`src/rtl/rocket_tm_pkg.sv`:
```
// rocket_tm_pkg: definitions shared by the rocket telemetry link master and
// the matching transmitter, so both ends agree on word/frame geometry and timing.
//   tm_state_e    : link sequencing states
//   WORD_W        : bits per telemetry word
//   FRAME_WORDS   : words per frame
//   SYNC_WORD_DEF : value carried by word 0 of every frame
//   *_CYC_DEF     : default load / half-period / inter-frame gap lengths in system clocks
package rocket_tm_pkg;

  localparam int WORD_W       = 10;
  localparam int FRAME_WORDS  = 52;
  localparam logic [WORD_W-1:0] SYNC_WORD_DEF = 10'h3F0;

  localparam int LOAD_CYC_DEF = 5;
  localparam int HALF_CYC_DEF = 5;
  localparam int GAP_CYC_DEF  = 1000;

  typedef enum logic [2:0] {
    ST_IDLE   = 3'd0,
    ST_LOAD   = 3'd1,
    ST_CLK_HI = 3'd2,
    ST_CLK_LO = 3'd3,
    ST_GAP    = 3'd4
  } tm_state_e;

endpackage

```
`src/rtl/rocket_tm_gtclk_gen.sv`:
```
// rocket_tm_gtclk_gen: link sequencer. Owns the state register, the 16-bit phase
// counter and the 4-bit bit counter, and produces the load strobe and gated clock.
// Ports:
//   clk, rst_n   : system clock, asynchronous active-low reset
//   frame_req    : in IDLE, begin a frame (start or enable)
//   more_words   : the word in flight is not the last of the frame
//   cont         : continuous mode (enable level)
//   gtclk        : registered gated clock (high only in CLK_HI)
//   invload_n    : registered active-low load strobe (low only in LOAD)
//   busy         : registered, high while in LOAD/CLK_HI/CLK_LO
//   idle         : state register is IDLE
//   bit_tick     : last cycle of CLK_HI, sample the serial line now
//   word_tick    : last cycle of the last CLK_LO of a word
//   frame_begin  : this cycle moves into LOAD of word 0
module rocket_tm_gtclk_gen
  import rocket_tm_pkg::*;
#(
  parameter int LOAD_CYC      = LOAD_CYC_DEF,
  parameter int HALF_CYC      = HALF_CYC_DEF,
  parameter int GAP_CYC       = GAP_CYC_DEF,
  parameter int BITS_PER_WORD = WORD_W
) (
  input  logic clk,
  input  logic rst_n,
  input  logic frame_req,
  input  logic more_words,
  input  logic cont,
  output logic gtclk,
  output logic invload_n,
  output logic busy,
  output logic idle,
  output logic bit_tick,
  output logic word_tick,
  output logic frame_begin
);

  localparam logic [15:0] LOAD_LAST = 16'(LOAD_CYC - 1);
  localparam logic [15:0] HALF_LAST = 16'(HALF_CYC - 1);
  localparam logic [15:0] GAP_LAST  = 16'(GAP_CYC - 1);
  localparam logic [3:0]  BIT_LAST  = 4'(BITS_PER_WORD - 1);

  tm_state_e   state_q, state_d;
  logic [15:0] phase_q, phase_d;
  logic [3:0]  bit_q, bit_d;
  logic        gtclk_q, gtclk_d;
  logic        invload_n_q, invload_n_d;
  logic        busy_q, busy_d;

  always_comb begin
    state_d     = state_q;
    phase_d     = phase_q + 16'd1;
    bit_d       = bit_q;
    bit_tick    = 1'b0;
    word_tick   = 1'b0;
    frame_begin = 1'b0;
    case (state_q)
      ST_IDLE: begin
        phase_d = '0;
        if (frame_req) begin
          state_d     = ST_LOAD;
          frame_begin = 1'b1;
        end
      end
      ST_LOAD: begin
        if (phase_q == LOAD_LAST) begin
          state_d = ST_CLK_HI;
          phase_d = '0;
          bit_d   = '0;
        end
      end
      ST_CLK_HI: begin
        if (phase_q == HALF_LAST) begin
          state_d  = ST_CLK_LO;
          phase_d  = '0;
          bit_tick = 1'b1;
        end
      end
      ST_CLK_LO: begin
        if (phase_q == HALF_LAST) begin
          phase_d = '0;
          if (bit_q < BIT_LAST) begin
            bit_d   = bit_q + 4'd1;
            state_d = ST_CLK_HI;
          end else begin
            bit_d     = '0;
            word_tick = 1'b1;
            if (more_words)  state_d = ST_LOAD;
            else if (cont)   state_d = ST_GAP;
            else             state_d = ST_IDLE;
          end
        end
      end
      ST_GAP: begin
        // start is deliberately not looked at here; only enable keeps the link running
        if (phase_q == GAP_LAST) begin
          phase_d = '0;
          if (cont) begin
            state_d     = ST_LOAD;
            frame_begin = 1'b1;
          end else begin
            state_d = ST_IDLE;
          end
        end
      end
      default: begin
        state_d = ST_IDLE;
        phase_d = '0;
        bit_d   = '0;
      end
    endcase

    // Line outputs are decoded from the next state and registered, so the
    // pins toggle exactly with the state register and never glitch.
    gtclk_d     = (state_d == ST_CLK_HI);
    invload_n_d = (state_d != ST_LOAD);
    busy_d      = (state_d == ST_LOAD) || (state_d == ST_CLK_HI) || (state_d == ST_CLK_LO);
  end

  always_ff @(posedge clk or negedge rst_n) begin
    if (!rst_n) begin
      state_q     <= ST_IDLE;
      phase_q     <= '0;
      bit_q       <= '0;
      gtclk_q     <= 1'b0;
      invload_n_q <= 1'b1;
      busy_q      <= 1'b0;
    end else begin
      state_q     <= state_d;
      phase_q     <= phase_d;
      bit_q       <= bit_d;
      gtclk_q     <= gtclk_d;
      invload_n_q <= invload_n_d;
      busy_q      <= busy_d;
    end
  end

  assign gtclk     = gtclk_q;
  assign invload_n = invload_n_q;
  assign busy      = busy_q;
  assign idle      = (state_q == ST_IDLE);

endmodule

```
`src/rtl/rocket_tm_master.sv`:
```
// rocket_tm_master: master end of the rocket telemetry serial link. Drives the
// load strobe and gated clock, samples Cnt_Data MSB-first and assembles 10-bit
// words into 52-word frames, checking word 0 against the sync pattern.
// Ports:
//   Ext_clk_50mhz : system clock
//   Gse_reset_n   : asynchronous active-low reset
//   enable        : level, frames repeat with a GAP_CYC gap while high
//   start         : one-cycle pulse, runs one frame when idle
//   Cnt_Data      : serial data from the transmitter (asynchronous)
//   Cnt_Gtclk     : gated clock to the transmitter
//   Cnt_Invload   : active-low load strobe to the transmitter
//   word_data     : last assembled word
//   word_idx      : index of word_data in its frame
//   word_valid    : one-cycle strobe qualifying word_data/word_idx
//   frame_start   : one-cycle pulse on entry to LOAD of word 0
//   frame_done    : one-cycle pulse together with word_valid of the last word
//   sync_err      : sticky word-0 mismatch flag, cleared when a new run is requested from idle
//   busy          : high while a frame is being clocked
module rocket_tm_master
  import rocket_tm_pkg::*;
#(
  parameter int LOAD_CYC        = LOAD_CYC_DEF,
  parameter int HALF_CYC        = HALF_CYC_DEF,
  parameter int BITS_PER_WORD   = WORD_W,
  parameter int WORDS_PER_FRAME = FRAME_WORDS,
  parameter int GAP_CYC         = GAP_CYC_DEF,
  parameter logic [WORD_W-1:0] SYNC_WORD = SYNC_WORD_DEF
) (
  input  logic              Ext_clk_50mhz,
  input  logic              Gse_reset_n,
  input  logic              enable,
  input  logic              start,
  input  logic              Cnt_Data,
  output logic              Cnt_Gtclk,
  output logic              Cnt_Invload,
  output logic [WORD_W-1:0] word_data,
  output logic [5:0]        word_idx,
  output logic              word_valid,
  output logic              frame_start,
  output logic              frame_done,
  output logic              sync_err,
  output logic              busy
);

  localparam logic [5:0] WORD_LAST = 6'(WORDS_PER_FRAME - 1);

  logic              data_s1_q, data_s1_d;
  logic              data_s2_q, data_s2_d;
  logic [WORD_W-1:0] shift_q, shift_d;
  logic [5:0]        word_cnt_q, word_cnt_d;
  logic [WORD_W-1:0] word_data_q, word_data_d;
  logic [5:0]        word_idx_q, word_idx_d;
  logic              word_valid_q, word_valid_d;
  logic              frame_start_q, frame_start_d;
  logic              frame_done_q, frame_done_d;
  logic              sync_err_q, sync_err_d;
  logic              enable_q, enable_d;

  logic more_words;
  logic idle;
  logic bit_tick;
  logic word_tick;
  logic frame_begin;
  logic run_req_edge;

  assign more_words   = (word_cnt_q < WORD_LAST);
  assign run_req_edge = start | (enable & ~enable_q);

  rocket_tm_gtclk_gen #(
    .LOAD_CYC      (LOAD_CYC),
    .HALF_CYC      (HALF_CYC),
    .GAP_CYC       (GAP_CYC),
    .BITS_PER_WORD (BITS_PER_WORD)
  ) u_gtclk_gen (
    .clk         (Ext_clk_50mhz),
    .rst_n       (Gse_reset_n),
    .frame_req   (start | enable),
    .more_words  (more_words),
    .cont        (enable),
    .gtclk       (Cnt_Gtclk),
    .invload_n   (Cnt_Invload),
    .busy        (busy),
    .idle        (idle),
    .bit_tick    (bit_tick),
    .word_tick   (word_tick),
    .frame_begin (frame_begin)
  );

  always_comb begin
    data_s1_d     = Cnt_Data;
    data_s2_d     = data_s1_q;
    shift_d       = shift_q;
    word_cnt_d    = word_cnt_q;
    word_data_d   = word_data_q;
    word_idx_d    = word_idx_q;
    word_valid_d  = word_tick;
    frame_done_d  = word_tick & ~more_words;
    frame_start_d = frame_begin;
    sync_err_d    = sync_err_q;
    enable_d      = enable;

    // MSB arrives first, so each new bit enters at the LSB
    if (bit_tick) shift_d = {shift_q[WORD_W-2:0], data_s2_q};

    if (frame_begin)                    word_cnt_d = '0;
    else if (word_tick && more_words)   word_cnt_d = word_cnt_q + 6'd1;

    // The last bit was shifted at the end of the preceding CLK_HI, so the
    // shift register already holds the full word here.
    if (word_tick) begin
      word_data_d = shift_q;
      word_idx_d  = word_cnt_q;
      if ((word_cnt_q == '0) && (shift_q != SYNC_WORD)) sync_err_d = 1'b1;
    end

    // Requests while a frame or gap is in progress are ignored, including for the flag
    if (idle && run_req_edge) sync_err_d = 1'b0;
  end

  always_ff @(posedge Ext_clk_50mhz or negedge Gse_reset_n) begin
    if (!Gse_reset_n) begin
      data_s1_q     <= 1'b0;
      data_s2_q     <= 1'b0;
      shift_q       <= '0;
      word_cnt_q    <= '0;
      word_data_q   <= '0;
      word_idx_q    <= '0;
      word_valid_q  <= 1'b0;
      frame_start_q <= 1'b0;
      frame_done_q  <= 1'b0;
      sync_err_q    <= 1'b0;
      enable_q      <= 1'b0;
    end else begin
      data_s1_q     <= data_s1_d;
      data_s2_q     <= data_s2_d;
      shift_q       <= shift_d;
      word_cnt_q    <= word_cnt_d;
      word_data_q   <= word_data_d;
      word_idx_q    <= word_idx_d;
      word_valid_q  <= word_valid_d;
      frame_start_q <= frame_start_d;
      frame_done_q  <= frame_done_d;
      sync_err_q    <= sync_err_d;
      enable_q      <= enable_d;
    end
  end

  assign word_data   = word_data_q;
  assign word_idx    = word_idx_q;
  assign word_valid  = word_valid_q;
  assign frame_start = frame_start_q;
  assign frame_done  = frame_done_q;
  assign sync_err    = sync_err_q;

endmodule

```
`config.mk`:
```
export PLATFORM = sky130hd
export DESIGN_NAME = rocket_tm_master
export DESIGN_NICKNAME = d
export VERILOG_FILES = /design/src/rtl/rocket_tm_pkg.sv /design/src/rtl/rocket_tm_gtclk_gen.sv /design/src/rtl/rocket_tm_master.sv
export SDC_FILE = /design/constraint.sdc
export NUM_CORES = 1
export LEC_CHECK = 0
export CAP_MARGIN = 20
export CORE_AREA = 5 5 76 106
export DETAILED_ROUTE_END_ITERATION = 7
export DIE_AREA = 0 0 81 111
export GPL_ROUTABILITY_DRIVEN = 0
export PLACE_DENSITY = 0.58
export SKIP_CTS_REPAIR_TIMING = 1
export SLEW_MARGIN = 40
export SYNTH_ARGS = -nofsm -noshare
export SYNTH_HDL_FRONTEND = slang
export SYNTH_SLANG_ARGS = --single-unit
```
`constraint.sdc`:
```
create_clock -name Ext_clk_50mhz -period 3.6 [get_ports Ext_clk_50mhz]
set_clock_uncertainty 0.1 [all_clocks]
set_input_delay 0.36 -clock Ext_clk_50mhz [delete_from_list [all_inputs] [get_ports Ext_clk_50mhz]]
set_output_delay 0.36 -clock Ext_clk_50mhz [all_outputs]
set_load 0.05 [all_outputs]
```
======== Word level (Yosys, flattened, before mapping) ========
Index checks and enable logic that the tools add are counted.
storage, ports and cells
  register bits after elaboration ......... 65
  input bits .............................. 5
  output and inout port bits .............. 23
cells by class
  add/subtract/negate cells ............... 3
  magnitude comparators ................... 2
  equality and inequality tests ........... 13
  multiplexer cells ....................... 31
  bitwise operators ....................... 7
  reductions and logical operators ........ 14
operators by type and width
  kind                                                   number
  two-way mux 16 bit                                     2
  one-hot mux 16 bit (2 select lines)                    1
  two-way mux 3 bit                                      8
  adder 16 x 1 -> 16 bit, second input constant          1
  equality test 16 x 10 -> 1 bit, second input constant  1
  equality test 16 x 3 -> 1 bit, second input constant   1
  one-hot mux 3 bit (5 select lines)                     1
  equality test 3 x 2 -> 1 bit, second input constant    4
  two-way mux 1 bit                                      12
  two-way mux 4 bit                                      3
  two-way mux 6 bit                                      2
  one-hot mux 4 bit (3 select lines)                     1
  != test 10 bit, second input constant                  1
  adder 6 x 1 -> 6 bit, second input constant            1
  equality test 3 x 1 -> 1 bit, second input constant    2
  zero test 6 bit                                        1
  less-than comparator 6 bit, second input constant      1
  nonzero test 2 bit                                     3
  OR reduction 3 bit                                     2
  adder 4 x 1 -> 4 bit, second input constant            1
  less-than comparator 4 bit, second input constant      1
  != test 2 x 1 -> 1 bit, second input constant          2
  equality test 3 bit, second input constant             1
  logical AND 1 bit                                      3
  9 further kinds                                        14

======== Longest topological paths before layout ========
Gate-level depths: netlist (run 1).
  depth after elaboration ................. 8
  depth in mapped cells ................... 8
  mapped depth without buffers ............ 7

======== By module ========
A second synthesis (run 1) with hierarchy kept.
second synthesis, totals
  cell total of the unflattened synthesis .. 249
  area, all modules ....................... 2961.6 sq um
modules (own cells, without submodules)
  module               instances  cells each  area an instance (sq um)  seq. area each (sq um)
  rocket_tm_master     1          110         1561.5                    975.9
  rocket_tm_gtclk_gen  1          139         1400.1                    651.9

======== Worst setup path after synthesis (run 1) ========
OpenSTA, ideal clock, no wires.
  kind .................................... reg-to-reg
  from .................................... reg u_gtclk_gen.phase_q[0]
  to ...................................... reg word_data_q[0], in the netlist word_data[0]
  library setup time ...................... 0.128 ns
  data arrival time ....................... 1.838 ns
  setup slack ............................. 1.535 ns
  cell stages (with the launch flop) ...... 8
  clock period less this slack ............ 2.065 ns
  cell sequence ........................... dfrtp_1 inv_1 ha_1 nor4b_4 nand4_2 nor3_4 buf_4 mux2_1
between the ends
  word-level cells in the longest chain between the ends .. 3
RTL lines
  element                        line                        text
  start: declaration             rocket_tm_gtclk_gen.sv:43   logic [15:0] phase_q, phase_d;
  start signal: assignment       rocket_tm_gtclk_gen.sv:129  phase_q <= phase_d;
  equality test 16 x 3 -> 1 bit  rocket_tm_gtclk_gen.sv:79   if (phase_q == HALF_LAST) begin
  two-way mux 1 bit              rocket_tm_gtclk_gen.sv:79
  two-way mux 1 bit              rocket_tm_gtclk_gen.sv:56   case (state_q)
  end signal: assignment         rocket_tm_master.sv:138     word_data_q <= word_data_d;
  end: declaration               rocket_tm_master.sv:51      logic [WORD_W-1:0] word_data_q, word_data_d;
Every way passes these cells.
A chain may end at the register's enable or synchronous reset.

======== Final worst setup path (run 1) ========
  from .................................... reg u_gtclk_gen.phase_q[0]
  to ...................................... reg shift_q[6]
between the ends
  word-level cells in the longest chain between the ends .. 3
RTL lines
  element                        line                       text
  equality test 16 x 3 -> 1 bit  rocket_tm_gtclk_gen.sv:72  if (phase_q == HALF_LAST) begin
  two-way mux 1 bit              rocket_tm_gtclk_gen.sv:72
  two-way mux 1 bit              rocket_tm_gtclk_gen.sv:56
  end signal: assignment         rocket_tm_master.sv:136    shift_q <= shift_d;
  end: declaration               rocket_tm_master.sv:49     logic [WORD_W-1:0] shift_q, shift_d;
Every way passes these cells.

==> reports/metrics.cfg, run 1 <==
[global_route]
busiest_layer=met2
number_of_antenna_violations_at_the_first_check_in_global_routing=0
grt_first_pass_wirelength_um=8940
global_route.usage.met3=0.0374
grt_overflow=0
gr-usage-met1=0.169
grt_max_degree=44
global_route.usage.total=0.128
use_met2=0.193
first_global_vias=1854

[place]
hpwl_um=3710
placedInstanceArea_mm2=0.00328
io_buffers=27

[worst_setup_path]
cp.required_ns=3.72
crit_path_cell_trace=inv_1 > ha_1 > nor4b_4 > and4_2 > and4_1 > mux2_2
worstPathArrival_ns=2.45
critical_path_peak_fanout=10
max_stage_delay_ns=0.51
crit_path_launch_type=register
timing.critical_path.slowest_stage_cell=sky130_fd_sc_hd__and4_1
worstPathBufferInverterCount=1
cell_family_contributing_the_most_delay_on_the_critical_path=simple AND/OR/NAND/NOR gates
crit_type=register to register
category_of_the_worst_setup_path_capture_point=register

[final_layout]
final_design_utilization=0.499
flow.area_growth_from_synthesis_pct=19.0
num-nets-final=291
final.fill_count=659
n_antenna_cell=0
combined_area_of_the_multi_input_logic_cells_mm2=0.00121
layout-drive-gt1-share=0.140
stdcell_area_mm2=0.00346
layout.cells.most_common_list=sky130_fd_sc_hd__dfrtp_1 (64), sky130_fd_sc_hd__nor2_1 (26), sky130_fd_sc_hd__clkdlybuf4s50_1 (26)
final-seq-area_mm2=0.00163
final_common_cell=sky130_fd_sc_hd__dfrtp_1

[detailed_routing]
drt_first_pass_iters=4
drt-wirelength-per-cell_um=13.8
drt_first_iter_violations=67
vias_per_cell=4.99
ant_nets=0
post-route-drc-count=0
routed_wl_um=5240
dr_total_vias=1898

[clocking]
clk_buf_depth=2
cts_tree=yes
cts.sinks=65
cts_inserted_buffers=9
clk_pin_slew_worst_paths_ns=0.08
worst_skew_pair.late_latency_ns=0.34
cts-htree-levels=3
clock-root-buffer=sky130_fd_sc_hd__clkbuf_8

[sta]
timing.max_slew.rel_slack=0.582
setup-tns-final_ns=0
fin_worst_hold_slack_ns=0.246
timing.fmax_mhz=429
finalSetupViolations=0
period_needed_ns=2.33
timing.final.max_slew_violations=0
finalHoldViolations=0
grt_setup_unrepaired=false
layout_worst_path_cycle_share=0.648
worstMarginPinSlew_ns=0.627

[power]
ir_worst_vdd_mv=0.231
cellPowerDensity_mw_per_mm2=371
power_leakage_nw=1.59

[synthesis]
number_of_enable_type_register_cells_in_the_synthesized_netlist=0
syn_inst=243
synthArstFlopShare=1.00
primary_flip_flop_cell_chosen_by_synthesis_mapping=sky130_fd_sc_hd__dfrtp_1
mappedNetlistNets=254
synth.yosys.seq_area_share=0.559
synth.ff_latch_count=65
synth.avg_cell_area_um2=12.0
netlist-cell-type-count=42
yosysWarningCount=0
mapped_cell_area_mm2=0.00291

[min_path]
hold_path_class=register to register

[floorplanning]
die_width_um=81
core.rowCount=36
core_area_mm2=0.00694
initial_core_utilization=0.420
die_h_um=111
die_area_mm2=0.00899
ioPinCount=28

[run]
maxCapViolCount=0

[run_status]
status=complete, no violations

## routing by layer
metal  vias to the layer above  share of wire
met1                       922           0.44
li1                        931              -
met4                         0          0.017
met5                         -              0
met2                        38           0.49
met3                         7          0.046
## where the power goes
| group | switching [W] | total, W | internal, W | leakage (nW) |
|---|---|---|---|---|
| clock | 0.000281 | 0.000529 | 0.000248 | 0.0850 |
| combinational | 0.0000183 | 0.0000250 | 0.00000661 | 0.665 |
| sequential | 0.000000680 | 0.000733 | 0.000732 | 0.845 |
| total | 0.000300 | 0.00129 | 0.000986 | 1.59 |
## layout make-up
cell class,count,share of cell area
inverters,13,0.0141
clock buffers,9,0.0358
repair buffers,30,0.0838
clock inverters,7,0.0137
multi-input cells,161,0.349
well taps,95,0.0343
flip-flops and latches,65,0.470
## flip-flops by register name (all words and copies together), names as in the netlist, 3 cells and up
register / count
word_idx: 6
u_gtclk_gen.bit_q: 4
shift_q: 10
word_cnt_q: 6
word_data: 10
u_gtclk_gen.state_q: 3
u_gtclk_gen.phase_q: 16
## synthesized netlist by cell type (all sizes together) (4+ instances only)
cell type / number / share of area
a21oi: 5 / 0.0086
nor3: 11 / 0.023
o21ai: 5 / 0.0086
inv: 13 / 0.017
nand4: 6 / 0.015
xor2: 7 / 0.021
and4: 4 / 0.012
xnor2: 10 / 0.030
ha: 6 / 0.026
buf: 4 / 0.0095
nand3: 12 / 0.021
nor2: 26 / 0.034
mux2: 26 / 0.10
nand2: 14 / 0.018
dfrtp: 64 / 0.55
nor4: 6 / 0.018
## path summary, 6_finish.rpt
path / start / to / slack, ns / cells past startpoint
min: data_s1_q / data_s2_q / 0.25 / 0
max: u_gtclk_gen.phase_q[0] / shift_q[6] / 1.27 / 6
min in group asynchronous: Gse_reset_n / u_gtclk_gen.phase_q[5] / 0.43 / 2
min reg2reg: data_s1_q / data_s2_q / 0.25 / 0
max in group asynchronous: Gse_reset_n / word_idx[1] / 2.07 / 3
max reg2reg: u_gtclk_gen.phase_q[0] / shift_q[6] / 1.27 / 6
## stage by stage
step                      total power (W)  std cells  worst slack, ns
after floorplan                  0.000751        243             1.53
after global placement           0.000773        363             1.28
after detailed placement         0.000773        363             1.24
after CTS                         0.00131        379             1.23
after global routing              0.00135        380             1.12
final                             0.00129        380             1.27
## kinds of logic after synthesis
logic type	synth area share
AO/OA/AOI/OAI	0.0524
XOR/XNOR	0.0511
flip-flops	0.559
buffers and inverters	0.0262
adder cells (fa/ha/maj)	0.0258
AND/OR/NAND/NOR	0.181
multiplexers	0.104
Note: power is estimated with default switching activity, not from simulation.
==> inputs of run 2 (changes only) <==
- PLACE_DENSITY: 0.58 -> 0.61
- clock period: 3.6 -> 2.02 ns (I/O delays scaled with it)
==> reports/metrics.cfg, run 2 (synthesis gave the netlist of run 1 again) <==
[clocking]
clock-root-buffer=sky130_fd_sc_hd__clkbuf_8
cts.sinks=65  ; unchanged
clk_buf_depth=2  ; unchanged
cts_inserted_buffers=9  ; unchanged
cts-htree-levels=3  ; unchanged
cts_tree=yes
clk_pin_slew_worst_paths_ns=0.07  ; about the same
worst_skew_pair.late_latency_ns=0.34  ; about the same

[worst_setup_path]
rr_endpoint=word_idx[2]
worstPathBufferInverterCount=3  ; +2
cell_family_contributing_the_most_delay_on_the_critical_path=simple AND/OR/NAND/NOR gates
critical_path_peak_fanout=19  ; +9
cp.required_ns=2.14  ; -1.58 ns
reg2reg_slack_ns=0.008  ; -1.26 ns
worstPathArrival_ns=2.14  ; -0.31 ns
crit_path_cell_trace=inv_1 > ha_1 > nor4b_4 > buf_4 > nand4_4 > nor3_4 > buf_12 > mux2_1
worstRegToRegCells=8  ; +2
max_stage_delay_ns=0.37  ; -0.14 ns
timing.critical_path.slowest_stage_cell=sky130_fd_sc_hd__dfrtp_1
timing.rr.start=u_gtclk_gen.phase_q[0]
crit_path_launch_type=register
crit_type=register to register
category_of_the_worst_setup_path_capture_point=register

[final_layout]
stdcell_area_mm2=0.00393  ; +13%
layout.cells.most_common_list=sky130_fd_sc_hd__dfrtp_1 (64), sky130_fd_sc_hd__buf_4 (34), sky130_fd_sc_hd__clkdlybuf4s50_1 (26)
final_common_cell=sky130_fd_sc_hd__dfrtp_1
largest-register=u_gtclk_gen.phase_q
number_of_flip_flops_under_the_largest_register_name=16  ; unchanged
num-nets-final=327  ; +12%
n_antenna_cell=0  ; unchanged
flow.area_growth_from_synthesis_pct=35.0
final.fill_count=634  ; -3.8%
layout-drive-gt1-share=0.262  ; +0.121

[power]
share_comb_of_total_power=0.018  ; about the same
power_leakage_nw=1.85  ; +16%
p_clk_frac=0.511  ; +0.100
switchingPower_w=0.000530  ; +77%
internal_power_w=0.00224  ; +130%
power.switching_fraction=0.191  ; -0.0420
seqPwrFrac=0.471  ; -0.099
ir_worst_vdd_mv=0.481  ; +110%
cellPowerDensity_mw_per_mm2=705  ; +90%
total_power_w=0.00277  ; +120%

[detailed_routing]
routed_wl_um=5650  ; +8.0%
dr_total_vias=2035  ; +7.2%
vias_per_cell=4.89  ; -2.1%
ant_nets=0  ; unchanged
drt_first_pass_iters=4  ; unchanged
drt-wirelength-per-cell_um=13.6  ; -1.4%
drt_first_iter_violations=84  ; +25%
post-route-drc-count=0  ; unchanged

[sta]
timing.max_slew.rel_slack=0.664  ; +0.0818
timing.fmax_mhz=497  ; +16%
period_needed_ns=2.01  ; -0.320 ns
timing.final.max_slew_violations=0  ; unchanged
layout_worst_path_cycle_share=0.996  ; +0.348
worstMarginPinSlew_ns=0.502  ; -0.124 ns
setup-tns-final_ns=0  ; unchanged
finalSetupViolations=0  ; unchanged
grt_setup_unrepaired=true
fin_worst_hold_slack_ns=0.187  ; -0.0590 ns
finalHoldViolations=0  ; unchanged

[run_status]
status=complete, no violations

[global_route]
grt_max_degree=37  ; -16%
number_of_antenna_violations_at_the_first_check_in_global_routing=0  ; unchanged
global_route.usage.total=0.139  ; +0.0109
first_global_vias=2051  ; +11%
grt_first_pass_wirelength_um=9690  ; +8.5%
grt_overflow=0  ; unchanged

[place]
hpwl_um=3970  ; +7.0%
io_buffers=27  ; unchanged
placedInstanceArea_mm2=0.00360  ; +9.6%

[floorplanning]
die_width_um=81  ; unchanged
core.rowCount=36  ; unchanged
core_area_mm2=0.00694  ; unchanged
ioPinCount=28  ; unchanged
die_h_um=111  ; unchanged
die_area_mm2=0.00899  ; unchanged
initial_core_utilization=0.420  ; unchanged

[min_path]
hold_path_class=input pin to async pin

[run]
maxCapViolCount=0  ; unchanged

run 2: changes by cell type in the layout (fill, tap and decap cells not counted), moves of 2 or more:
| cell | previous run | this run |
|---|---|---|
| sky130_fd_sc_hd__buf_4 | 2 | 34 |
| sky130_fd_sc_hd__bufinv_16 | 0 | 3 |
| sky130_fd_sc_hd__mux2_4 | 0 | 2 |
| sky130_fd_sc_hd__clkbuf_8 | 9 | 12 |
| sky130_fd_sc_hd__nor3_2 | 0 | 3 |
| sky130_fd_sc_hd__clkinv_2 | 3 | 0 |
| sky130_fd_sc_hd__nor3_1 | 10 | 7 |
| sky130_fd_sc_hd__clkinv_4 | 2 | 0 |
| sky130_fd_sc_hd__buf_12 | 0 | 4 |
| sky130_fd_sc_hd__mux2_1 | 16 | 14 |
run 2: final cells by class:
type	instances	area, µm²	area share
Timing Repair Buffer	66	611	0.155
Multi-Input combinational cell	161	1260	0.321
Clock inverter	4	97.6	0.0248
Sequential cell	65	1630	0.414
Clock buffer	12	165	0.0420
Inverter	13	48.8	0.0124
Tap cell	95	119	0.0302
run 2: worst max path at each step:
stage	startpoint	cells past startpoint	end
3_5_place_dp	u_gtclk_gen.phase_q[1]	8	word_idx[2]
4_1_cts	u_gtclk_gen.phase_q[1]	8	word_idx[2]
2_1_floorplan	u_gtclk_gen.phase_q[0]	7	shift_q[0]
3_3_place_gp	u_gtclk_gen.phase_q[13]	5	shift_q[7]
5_1_grt	u_gtclk_gen.phase_q[1]	8	word_idx[3]
6_report	u_gtclk_gen.phase_q[0]	8	word_idx[2]
run 2: routing by layer:
| metal | part of all wire | GRT usage |
|---|---|---|
| met5 | 0 | 0 |
| met1 | 0.45 | 0.180 |
| met4 | 0.019 | 0.0676 |
| met2 | 0.50 | 0.214 |
| met3 | 0.037 | 0.0350 |
run 2: power by group through the flow:
stage / combinational, W / clock, W / sequential, W
2_1_floorplan: 0.00000350 / 0 / 0.00133
3_3_place_gp: 0.0000498 / 0 / 0.00133
3_5_place_dp: 0.0000508 / 0 / 0.00133
4_1_cts: 0.0000512 / 0.00145 / 0.00131
5_1_grt: 0.0000574 / 0.00150 / 0.00131
6_report: 0.0000498 / 0.00142 / 0.00131
run 2: stage by stage:
step / cells / utilization / setup WS [ns]
floorplan: 243 / - / -0.0157
global placement: 397 / 0.519 / 0.0305
detailed placement: 397 / 0.519 / -0.00240
CTS: 413 / 0.556 / -0.0134
global route: 416 / 0.567 / -0.103
finish: 416 / 0.567 / 0.00765
